File: config.mk
export PLATFORM = sky130hd
export DESIGN_NAME = mem_burst_reader
export DESIGN_NICKNAME = d
export VERILOG_FILES = /design/src/rtl/mem_burst_reader.sv
export SDC_FILE = /design/constraint.sdc
export NUM_CORES = 1
export LEC_CHECK = 0
export CORE_ASPECT_RATIO = 1.2
export CORE_MARGIN = 3
export CORE_UTILIZATION = 30
export DETAILED_ROUTE_END_ITERATION = 16
export PLACE_DENSITY = 0.56
export SYNTH_ARGS = -nofsm -noshare
export SYNTH_HDL_FRONTEND = slang
export SYNTH_SLANG_ARGS = --single-unit
File: constraint.sdc
create_clock -name clk -period 2.35 [get_ports clk]
set_clock_uncertainty 0.15 [all_clocks]
set_input_delay 0.3525 -clock clk [delete_from_list [all_inputs] [get_ports clk]]
set_output_delay 0.3525 -clock clk [all_outputs]
set_load 0.02 [all_outputs]
File: src/rtl/mem_burst_reader.sv
`default_nettype none
// ============================================================================
// Module      : mem_burst_reader
// Description : Sequential burst reader for a 1-cycle-latency memory, with a
//               2-entry skid buffer feeding a valid/ready output stream.
// Revision    : 1.0 - initial release
// ============================================================================
module mem_burst_reader #(
  parameter int DW = 32,
  parameter int AW = 5
) (
  input  logic          clk,
  input  logic          rst_n,
  input  logic          start,
  input  logic [AW-1:0] start_addr,
  input  logic [AW:0]   length,
  output logic          busy,
  output logic          done,
  output logic          mem_rd_en,
  output logic [AW-1:0] mem_rd_addr,
  input  logic [DW-1:0] mem_rd_data,
  output logic          out_valid,
  input  logic          out_ready,
  output logic [DW-1:0] out_data,
  output logic          out_last
);

  typedef enum logic [1:0] {
    S_IDLE  = 2'd0,
    S_READ  = 2'd1,
    S_DRAIN = 2'd2,
    S_FIN   = 2'd3
  } state_t;

  state_t        r_state;
  state_t        w_state_nxt;

  logic [AW-1:0] r_addr;
  logic [AW:0]   r_len;
  logic [AW:0]   r_issue_left;
  logic [AW:0]   r_beat_cnt;
  logic          r_inflight;

  logic [DW-1:0] r_buf_data [2];
  logic [1:0]    r_buf_last;
  logic          r_wptr;
  logic          r_rptr;
  logic [1:0]    r_count;

  logic          w_pop;
  logic          w_issue;
  logic          w_cap_last;
  logic [1:0]    w_pending;

  assign w_pop      = out_valid & out_ready;
  // A beat leaving this cycle frees a slot, keeping one beat per cycle under full throughput
  assign w_pending  = r_count + {1'b0, r_inflight} - {1'b0, w_pop};
  assign w_cap_last = ((r_beat_cnt + {{AW{1'b0}}, 1'b1}) == r_len);
  assign w_issue    = mem_rd_en;

  assign mem_rd_addr = r_addr;
  assign out_valid   = (r_count != 2'd0);
  assign out_data    = r_buf_data[r_rptr];
  assign out_last    = out_valid & r_buf_last[r_rptr];

  always_ff @(posedge clk or negedge rst_n) begin
    if (!rst_n) begin
      r_state <= S_IDLE;
    end else begin
      r_state <= w_state_nxt;
    end
  end

  always_comb begin
    w_state_nxt = r_state;
    busy        = 1'b1;
    done        = 1'b0;
    mem_rd_en   = 1'b0;
    case (r_state)
      S_IDLE: begin
        busy = 1'b0;
        if (start) begin
          w_state_nxt = (length == '0) ? S_FIN : S_READ;
        end
      end
      S_READ: begin
        mem_rd_en = (w_pending < 2'd2);
        if (mem_rd_en && (r_issue_left == {{AW{1'b0}}, 1'b1})) begin
          w_state_nxt = S_DRAIN;
        end
      end
      S_DRAIN: begin
        if (w_pop && out_last) begin
          w_state_nxt = S_FIN;
        end
      end
      S_FIN: begin
        done        = 1'b1;
        w_state_nxt = S_IDLE;
      end
      default: begin
        w_state_nxt = S_IDLE;
      end
    endcase
  end

  always_ff @(posedge clk or negedge rst_n) begin
    if (!rst_n) begin
      r_addr        <= '0;
      r_len         <= '0;
      r_issue_left  <= '0;
      r_beat_cnt    <= '0;
      r_inflight    <= 1'b0;
      r_buf_data[0] <= '0;
      r_buf_data[1] <= '0;
      r_buf_last    <= '0;
      r_wptr        <= 1'b0;
      r_rptr        <= 1'b0;
      r_count       <= '0;
    end else begin
      r_inflight <= w_issue;

      if ((r_state == S_IDLE) && start) begin
        r_addr       <= start_addr;
        r_len        <= length;
        r_issue_left <= length;
        r_beat_cnt   <= '0;
      end else if (w_issue) begin
        r_addr       <= r_addr + 1'b1;
        r_issue_left <= r_issue_left - 1'b1;
      end

      // Read data returns one cycle after issue; the issue rule guarantees a free slot
      if (r_inflight) begin
        r_buf_data[r_wptr] <= mem_rd_data;
        r_buf_last[r_wptr] <= w_cap_last;
        r_wptr             <= ~r_wptr;
        r_beat_cnt         <= r_beat_cnt + 1'b1;
      end

      if (w_pop) begin
        r_rptr <= ~r_rptr;
      end

      r_count <= r_count + {1'b0, r_inflight} - {1'b0, w_pop};
    end
  end

endmodule
`default_nettype wire

==> results of run 1 <==
-- per-stage QoR --
step / total power [W] / hold slack (ns) / area [µm²] / instances
floorplan: 0.00560 / -0.0931 / 4470 / 415
global placement: 0.00732 / 0.199 / 5680 / 702
detailed placement: 0.00743 / 0.201 / 5680 / 702
CTS: 0.00865 / 0.325 / 5960 / 718
global route: 0.00938 / 0.338 / 6040 / 722
finish: 0.00872 / 0.320 / 6040 / 722
-- power by group --
group          internal (W)  leakage [nW]  total, W  switching [W]
combinational       0.00210          1.51   0.00427        0.00217
sequential          0.00247          1.16   0.00295       0.000481
clock              0.000903         0.154   0.00150       0.000597
-- cells in the final DEF (no fill, tap or decap), types with 3 or more instances in the layout --
master / instances
buf_4: 19
nand2_1: 129
clkbuf_8: 3
o21ai_1: 4
o21ai_0: 7
nor2_1: 10
clkdlybuf4s50_1: 53
mux2i_1: 7
dlygate4sd2_1: 32
clkbuf_16: 9
o21ai_2: 3
xnor2_1: 8
nand4_1: 4
mux2_2: 65
dfrtp_1: 95
inv_1: 12
ha_1: 10
xor2_1: 10
nand3_1: 5
-- worst paths after layout --
path,start,to,cells past startpoint
max reg2reg,r_count[1]$_DFF_PN0_,r_state[1]$_DFFE_PN0P_,11
min,r_buf_data[45]$_DFFE_PN0P_,r_buf_data[45]$_DFFE_PN0P_,2
min in group asynchronous,rst_n,r_buf_data[8]$_DFFE_PN0P_,2
min reg2reg,r_buf_data[45]$_DFFE_PN0P_,r_buf_data[45]$_DFFE_PN0P_,2
max in group asynchronous,rst_n,r_buf_data[25]$_DFFE_PN0P_,3
max,r_count[1]$_DFF_PN0_,mem_rd_en,9
-- flip-flops by register name, indices dropped and copies added, names as in the netlist --
signal        flops
r_state           2
r_buf_data       64
r_wptr            1
r_issue_left      6
mem_rd_addr       5
r_beat_cnt        6
r_len             6
r_rptr            1
r_buf_last        2
r_inflight        1
r_count           2
-- worst register-to-register path, stage by stage, from the launching register on --
cell and delay [ns]:
dfrtp_1 0.40, o21ai_2 0.15, inv_1 0.06, ha_1 0.27, inv_1 0.04, ha_2 0.16
xnor3_2 0.23, buf_4 0.12, buf_8 0.12, nand3_2 0.07, a221o_1 0.34, mux2i_1 0.14
-- kinds of logic after synthesis --
family,count (synthesis)
flops,96
fa+ha+maj,11
mux,72
compound gates,22
simple gates,161
xor+xnor,21
buf+inv,32
-- area by class of cell --
class	count	area (µm²)	share of cell area, %
sequential	96	2400	39.8
multi-input combinational	287	1980	32.8
clock buffer	12	267	4.41
clock inverter	3	40.0	0.663
timing repair buffer	111	1050	17.4
tap	200	250	4.14
inverter	13	48.8	0.807
-- metal layers --
layer | global-route usage (%) | vias up
met2 | 22.9 | 71
met5 | 0 | -
met1 | 16.0 | 1624
met3 | 3.54 | 9
li1 | - | 1582
met4 | 4.08 | 0
-- timing repair --
item,4_1_cts,5_1_grt
hold endpoints to repair,32,0
gates cloned,0,0
hold buffers,1,0
setup buffers,0,4
setup endpoints to repair,35,7
gates resized for setup,38,20
pin swaps,0,7
==> impl_metrics.py, run 1 <==
metrics = {
    "worst_setup_path": {
        "r2r_setup_slack_ns": 0,
        "critPathMaxFanout": 2,
        "crit_chain": "o21ai_2 > inv_1 > ha_1 > inv_1 > ha_2 > xnor3_2 > nand2_2 > inv_2 > buf_6",
        "worst_ep_required_time_ns": 1.85,
        "critPathBufInv": 4,
        "critical-path-slowest-cell": "dfrtp_1",
        "endpoint_kind": "output port",
        "cp.arrival_ns": 1.92,
        "slowest_delay_ns": 0.40,
        "cpMostUsedCell": "inv_1",
        "crit_family": "adder cells",
        "critPathLaunchType": "flop",
        "critical_path_class": "reg2out",
    },
    "sta": {
        "finalCritPeriodShare_pct": 103,
        "fmax_mhz": 412,
        "final.setup.worst_slack_ns": -0.0759,
        "min_period_ns": 2.43,
        "grt_setup_unrepaired": "true",
        "drv_slew": 0,
        "setup_viol": 1,
        "tightestPinTransition_ns": 0.486,
        "setup_tns_ns": -0.0759,
        "slew_headroom_pct": 67.6,
        "hold_viol_final": 0,
    },
    "clock_network": {
        "cts_max_path_buffers": 2,
        "tritoncts": "yes",
        "clock-sinks": 96,
        "cts-root-buf": "clkbuf_16",
        "clk_latency_ns": 0.34,
        "cts_made_buffers": 9,
        "clk_pin_slew_ns": 0.07,
        "cts_htree_levels": 3,
    },
    "yosys": {
        "synth_ff_type": "dfrtp_1",
        "synth_top_family_by_area": "multiplexers",
        "syn_avg_cell_area_um2": 10.8,
        "synth_nets": 473,
        "synth_xor_area_share_pct": 5.07,
        "synth_compound_area_share_pct": 2.91,
        "ys_seq_elements": 96,
        "synthDistinctLibCells": 32,
        "yosysMostFrequentCell": "nand2_1",
        "synth-edff-count": 0,
        "syn_area_mm2": 0.00447,
        "synth_top_area_share_pct": 53.8,
        "synth_cells": 415,
        "synth_area_leaders": "dfrtp_1 (54%), mux2_2 (16%), nand2_1 (11%), ha_1 (3.1%), xor2_1 (2.0%)",
        "synth_warnings": 0,
        "synth_common_cells": "nand2_1 (130), dfrtp_1 (96), mux2_2 (65)",
        "ys_async_sr_fraction_pct": 100,
        "yosys.area.top_type": "dfrtp_1",
        "yosys.area_share.simple_pct": 14.5,
        "synth_adder_area_share_pct": 3.08,
        "ys_seq_area_share_pct": 53.8,
        "synthMuxAreaShare_pct": 18.0,
    },
    "placed_design": {
        "hpwl_mm": 7.09,
        "pre_cts_ws_ns": -0.536,
        "place.port_buffers": 88,
        "gp_congestion": 0.770,
    },
    "grt": {
        "grt_pass1_vias": 3506,
        "grt_util_all_layers_pct": 13.2,
        "grt.overflow.total": 0,
        "grt_max_degree": 36,
        "grt_antenna_before_repair": 0,
        "grt_pass1_wl_mm": 17.4,
    },
    "die": {
        "die_area_mm2": 0.0164,
        "die_height_um": 140,
        "ios": 89,
        "rows": 48,
        "die_x_um": 117,
        "initial_utilization_pct": 30.9,
        "core_area_mm2": 0.0145,
    },
    "layout": {
        "num_antenna_cells": 0,
        "nets": 576,
        "drive_gt1_share_pct": 22.2,
        "fill_cells": 1391,
        "area_growth_pct": 35.3,
        "post-route-util_pct": 41.8,
    },
    "route": {
        "wl_met1_mm": 4.61,
        "routed_wl_mm": 10.4,
        "firstDrtPassIters": 4,
        "dr.max_layer_used": "met4",
        "routed-wl-met2_mm": 5.20,
        "drtIter0Drc": 92,
        "drc": 0,
        "met3_length_um": 411,
        "vias": 3286,
        "antenna_violating_nets_post_route": 0,
        "post_drt_wl_per_cell_um": 14.3,
        "viasPerCell": 4.55,
    },
    "flow_run": {
        "drv_cap": 0,
    },
    "status": {
        "failed_checks": "negative setup slack",
        "status": "complete, but fails checks",
    },
    "hold_path": {
        "hold_class": "reg2reg",
    },
    "power_and_ir_drop": {
        "ir_drop_uv": 701,
        "p_per_area_mw_per_mm2": 1440,
        "total_leakage_power_nw": 2.83,
    },
}
No activity file was read; power rests on OpenSTA's default activity.
==> run 2: changes to the inputs <==
- CAP_MARGIN: unset -> 0
- CORE_MARGIN: 3 -> unset
==> impl_metrics.py, run 2 (synthesis gave the netlist of run 1 again) <==
metrics = {
    "sta": {
        "tightestPinTransition_ns": 0.541,
        "hold_viol_final": 0,
        "min_period_ns": 2.47,
        "finalCritPeriodShare_pct": 105,
        "setup_tns_ns": -0.116,
        "slew_headroom_pct": 63.8,
        "final.setup.worst_slack_ns": -0.116,
        "fmax_mhz": 406,
        "grt_setup_unrepaired": "true",
        "setup_viol": 1,
        "drv_slew": 0,
    },
    "power_and_ir_drop": {
        "total_leakage_power_nw": 2.79,
        "ir_drop_uv": 743,
        "power_w": 0.00870,
        "p_per_area_mw_per_mm2": 1450,
    },
    "worst_setup_path": {
        "critical-path-slowest-cell": "dfrtp_1",
        "critPathMaxFanout": 2,
        "slowest_delay_ns": 0.39,
        "critical_path_class": "reg2out",
        "endpoint_kind": "output port",
        "critPathBufInv": 4,
        "worst_ep_required_time_ns": 1.85,
        "crit_family": "adder cells",
        "critPathLaunchType": "flop",
        "cpMostUsedCell": "inv_1",
        "crit_chain": "o21ai_2 > inv_1 > ha_1 > inv_1 > ha_2 > xnor3_2 > nand2_2 > inv_2 > buf_6",
        "cp.arrival_ns": 1.96,
    },
    "hold_path": {
        "hold_class": "in2async",
    },
    "route": {
        "post_drt_wl_per_cell_um": 14.2,
        "routed_wl_mm": 10.2,
        "vias": 3277,
        "drc": 0,
        "firstDrtPassIters": 4,
        "drtIter0Drc": 136,
        "antenna_violating_nets_post_route": 0,
        "viasPerCell": 4.55,
    },
    "grt": {
        "grt_util_all_layers_pct": 14.2,
        "grt_antenna_before_repair": 0,
        "grt_pass1_vias": 3397,
        "grt.overflow.total": 0,
        "grt_pass1_wl_mm": 16.6,
        "grt_max_degree": 43,
    },
    "layout": {
        "drive_gt1_share_pct": 21.2,
        "final_cell_mix": "nand2_1 (129), dfrtp_1 (95), mux2_2 (65)",
        "largest_reg_flops": 64,
        "largest_register": "r_buf_data",
        "final_area_mm2": 0.00601,
        "num_antenna_cells": 0,
        "nets": 573,
        "area_growth_pct": 34.6,
        "final_common_cell": "nand2_1",
    },
    "clock_network": {
        "clk_latency_ns": 0.35,
        "cts_htree_levels": 3,
        "cts_max_path_buffers": 2,
        "clock-sinks": 96,
        "clk_pin_slew_ns": 0.07,
        "cts-root-buf": "clkbuf_16",
        "tritoncts": "yes",
        "cts_made_buffers": 9,
    },
    "status": {
        "failed_checks": "negative setup slack",
        "status": "complete, but fails checks",
    },
    "placed_design": {
        "place.port_buffers": 88,
        "placed_cell_area_mm2": 0.00569,
        "hpwl_mm": 7.05,
        "gp_congestion": 0.703,
    },
    "flow_run": {
        "drv_cap": 0,
    },
    "die": {
        "die_height_um": 136,
        "rows": 48,
        "initial_utilization_pct": 30.9,
        "ios": 89,
        "core_area_mm2": 0.0145,
        "die_x_um": 113,
        "die_area_mm2": 0.0154,
    },
}
## run 2: cell count changes in the layout (fill, tap and decap cells not counted), moves of 2 or more
cell,change
clkbuf_8,-3
buf_4,-2
o21ai_0,+5
o21ai_1,-4
clkinv_4,+2
nand3_1,+2
## run 2: through the flow
| stage | util (%) | worst slack, ns | instances | hold slack (ns) |
|---|---|---|---|---|
| finish | 41.5 | -0.116 | 720 | 0.312 |
| global placement | 39.3 | -0.492 | 701 | 0.147 |
| CTS | 41.5 | -0.128 | 720 | 0.313 |
| floorplan | - | 0.0821 | 415 | -0.0931 |
| detailed placement | 39.3 | -0.575 | 701 | 0.153 |
| global route | 41.5 | -0.220 | 720 | 0.338 |
## run 2: cell type report
type | instances | area [µm²]
inverter | 13 | 48.8
multi-input combinational | 287 | 1960
timing repair buffer | 108 | 1030
fill | 1412 | 8460
sequential | 96 | 2400
clock inverter | 6 | 91.3
clock buffer | 10 | 229
tap | 200 | 250
## run 2: routing by layer
metal / part of all wire, % / GRT usage, % / up-vias
met5: 0 / 0 / -
met4: 2.3 / 7.24 / 0
met3: 4.2 / 3.18 / 15
met2: 48 / 23.7 / 82
met1: 45 / 17.2 / 1616
li1: - / - / 1564
## run 2: worst paths after layout
path,start,to,slack [ns],depth (start not counted)
setup reg to reg,r_count[0]$_DFF_PN0_,mem_rd_addr[4]$_DFFE_PN0P_,0.01,10
setup / recovery,r_count[0]$_DFF_PN0_,mem_rd_en,-0.12,9
max in group asynchronous,rst_n,r_buf_data[58]$_DFFE_PN0P_,1.02,3
min in group clk,r_buf_data[36]$_DFFE_PN0P_,r_buf_data[36]$_DFFE_PN0P_,0.32,2
hold reg to reg,r_buf_data[36]$_DFFE_PN0P_,r_buf_data[36]$_DFFE_PN0P_,0.32,2
hold / removal,rst_n,r_buf_data[7]$_DFFE_PN0P_,0.31,2
## run 2: power by group
group / total, W / internal, W / leakage, nW / switching, W
clock: 0.00159 / 0.000939 / 0.157 / 0.000649
combinational: 0.00416 / 0.00204 / 1.47 / 0.00211
sequential: 0.00295 / 0.00247 / 1.16 / 0.000486
total: 0.00870 / 0.00545 / 2.79 / 0.00325
## run 2: timing repair
item	CTS	global route
setup endpoints to repair	37	7
hold endpoints to repair	26	0
pin swaps	2	2
cloned	0	0
resized for setup	43	2
setup buffers	2	0
hold buffers	1	0
==> run 3: changes to the inputs <==
- MAX_ROUTING_LAYER: unset -> met4
==> impl_metrics.py, run 3 (synthesis gave the netlist of run 1 again) <==
metrics = {
    "status": {
        "status": "complete, but fails checks",
        "failed_checks": "negative setup slack",
    },
    "die": {
        "die_height_um": 136,
        "initial_utilization_pct": 30.9,
        "core_area_mm2": 0.0145,
        "die_x_um": 113,
        "rows": 48,
        "ios": 89,
        "die_area_mm2": 0.0154,
    },
    "placed_design": {
        "place.port_buffers": 88,
        "placed_cell_area_mm2": 0.00569,
        "hpwl_mm": 7.05,
        "gp_congestion": 0.711,
    },
    "sta": {
        "setup_viol": 1,
        "drv_slew": 0,
        "final.setup.worst_slack_ns": -0.113,
        "min_period_ns": 2.46,
        "fmax_mhz": 406,
        "grt_setup_unrepaired": "true",
        "finalCritPeriodShare_pct": 105,
        "slew_headroom_pct": 63.7,
        "hold_viol_final": 0,
        "tightestPinTransition_ns": 0.543,
    },
    "layout": {
        "final_common_cell": "nand2_1",
        "largest_register": "r_buf_data",
        "fill_cells": 1412,
        "drive_gt1_share_pct": 21.2,
        "num_antenna_cells": 0,
        "nets": 573,
        "final_area_mm2": 0.00601,
        "final_cell_mix": "nand2_1 (129), dfrtp_1 (95), mux2_2 (65)",
        "area_growth_pct": 34.6,
        "largest_reg_flops": 64,
    },
    "grt": {
        "grt_pass1_wl_mm": 16.6,
        "grt_max_degree": 43,
        "grt_util_all_layers_pct": 14.6,
        "grt.overflow.total": 0,
        "grt_antenna_before_repair": 0,
        "grt_pass1_vias": 3403,
    },
    "power_and_ir_drop": {
        "p_sw_w": 0.00325,
        "total_leakage_power_nw": 2.79,
        "p_per_area_mw_per_mm2": 1450,
        "pwr-share-clk_pct": 18.3,
        "swShare_pct": 37.4,
        "power_w": 0.00870,
        "pwr-share-seq_pct": 33.9,
        "pwr-share-comb_pct": 47.8,
        "p_int_w": 0.00545,
        "ir_drop_uv": 743,
    },
    "worst_setup_path": {
        "worst_ep_required_time_ns": 1.85,
        "cp.arrival_ns": 1.96,
        "crit_family": "adder cells",
        "critical-path-slowest-cell": "dfrtp_1",
        "critPathLaunchType": "flop",
        "slowest_delay_ns": 0.39,
        "cpMostUsedCell": "inv_1",
        "critPathBufInv": 4,
        "endpoint_kind": "output port",
        "crit_chain": "o21ai_2 > inv_1 > ha_1 > inv_1 > ha_2 > xnor3_2 > nand2_2 > inv_2 > buf_6",
        "critPathMaxFanout": 2,
        "critical_path_class": "reg2out",
    },
    "clock_network": {
        "cts_max_path_buffers": 2,
        "cts-root-buf": "clkbuf_16",
        "tritoncts": "yes",
        "clk_pin_slew_ns": 0.07,
        "cts_htree_levels": 3,
        "clk_latency_ns": 0.35,
        "clock-sinks": 96,
        "cts_made_buffers": 9,
    },
    "hold_path": {
        "hold_class": "in2async",
    },
    "route": {
        "routed_wl_mm": 10.2,
        "drc": 0,
        "post_drt_wl_per_cell_um": 14.2,
        "viasPerCell": 4.56,
        "antenna_violating_nets_post_route": 0,
        "vias": 3283,
        "firstDrtPassIters": 4,
        "drtIter0Drc": 131,
    },
    "flow_run": {
        "drv_cap": 0,
    },
}
[run 3: worst reg2reg max path, stage by stage (launching register included)]
cell     delay (ns)
dfrtp_1        0.39
o21ai_2        0.16
inv_1          0.07
ha_1           0.28
inv_1          0.04
ha_2           0.16
xnor3_2        0.22
buf_4          0.16
nand3_1        0.10
or3_1          0.36
a31oi_1        0.18
[run 3: path summary, 6_finish.rpt]
path	from	endpoint	slack [ns]	cells after the start
hold reg to reg	r_buf_data[36]$_DFFE_PN0P_	r_buf_data[36]$_DFFE_PN0P_	0.32	2
setup / recovery	r_count[0]$_DFF_PN0_	mem_rd_en	-0.11	9
min in group clk	r_buf_data[36]$_DFFE_PN0P_	r_buf_data[36]$_DFFE_PN0P_	0.32	2
hold / removal	rst_n	r_buf_data[7]$_DFFE_PN0P_	0.31	2
setup reg to reg	r_count[0]$_DFF_PN0_	mem_rd_addr[4]$_DFFE_PN0P_	0.01	10
max in group asynchronous	rst_n	r_buf_data[59]$_DFFE_PN0P_	1.02	3
[run 3: layer usage]
| layer | vias up | GRT usage [%] | wire length [µm] |
|---|---|---|---|
| met2 | 83 | 23.7 | 4930 |
| met3 | 16 | 3.00 | 410 |
| met5 | - | - | 0 |
| li1 | 1565 | - | - |
| met4 | 0 | 7.24 | 235 |
| met1 | 1619 | 17.3 | 4640 |
[run 3: layout make-up]
| type | count | area (µm²) | share of cell area [%] |
|---|---|---|---|
| tap | 200 | 250 | 4.16 |
| multi-input combinational | 287 | 1960 | 32.6 |
| clock inverter | 6 | 91.3 | 1.52 |
| sequential | 96 | 2400 | 40.0 |
| clock buffer | 10 | 229 | 3.81 |
| timing repair buffer | 108 | 1030 | 17.1 |
| inverter | 13 | 48.8 | 0.811 |
[run 3: metrics by stage]
| step | TNS [ns] | hold WS [ns] | utilization, % | setup WS, ns | std cells |
|---|---|---|---|---|---|
| final | -0.113 | 0.312 | 41.5 | -0.113 | 720 |
| after global routing | -0.508 | 0.338 | 41.5 | -0.220 | 720 |
| after CTS | -0.128 | 0.313 | 41.5 | -0.128 | 720 |
| after detailed placement | -3.09 | 0.153 | 39.3 | -0.575 | 701 |
| after global placement | -1.78 | 0.147 | 39.3 | -0.492 | 701 |
| after floorplan | 0 | -0.0931 | - | 0.0821 | 415 |
[run 3: power groups by stage]
stage               logic [W]  clock network, W  registers [W]
finish                0.00416           0.00159        0.00295
global route          0.00454           0.00170        0.00305
CTS                   0.00422           0.00164        0.00295
detailed placement    0.00449                 0        0.00297
global placement      0.00441                 0        0.00293
floorplan             0.00272                 0        0.00288
[run 3: repair_timing]
action	in CTS	in global routing
hold buffers	1	0
endpoints found under the setup margin	37	7
gates resized for setup	43	2
buffers inserted	2	0
hold endpoints to repair	26	0
cloned	0	0
pin swaps	2	2
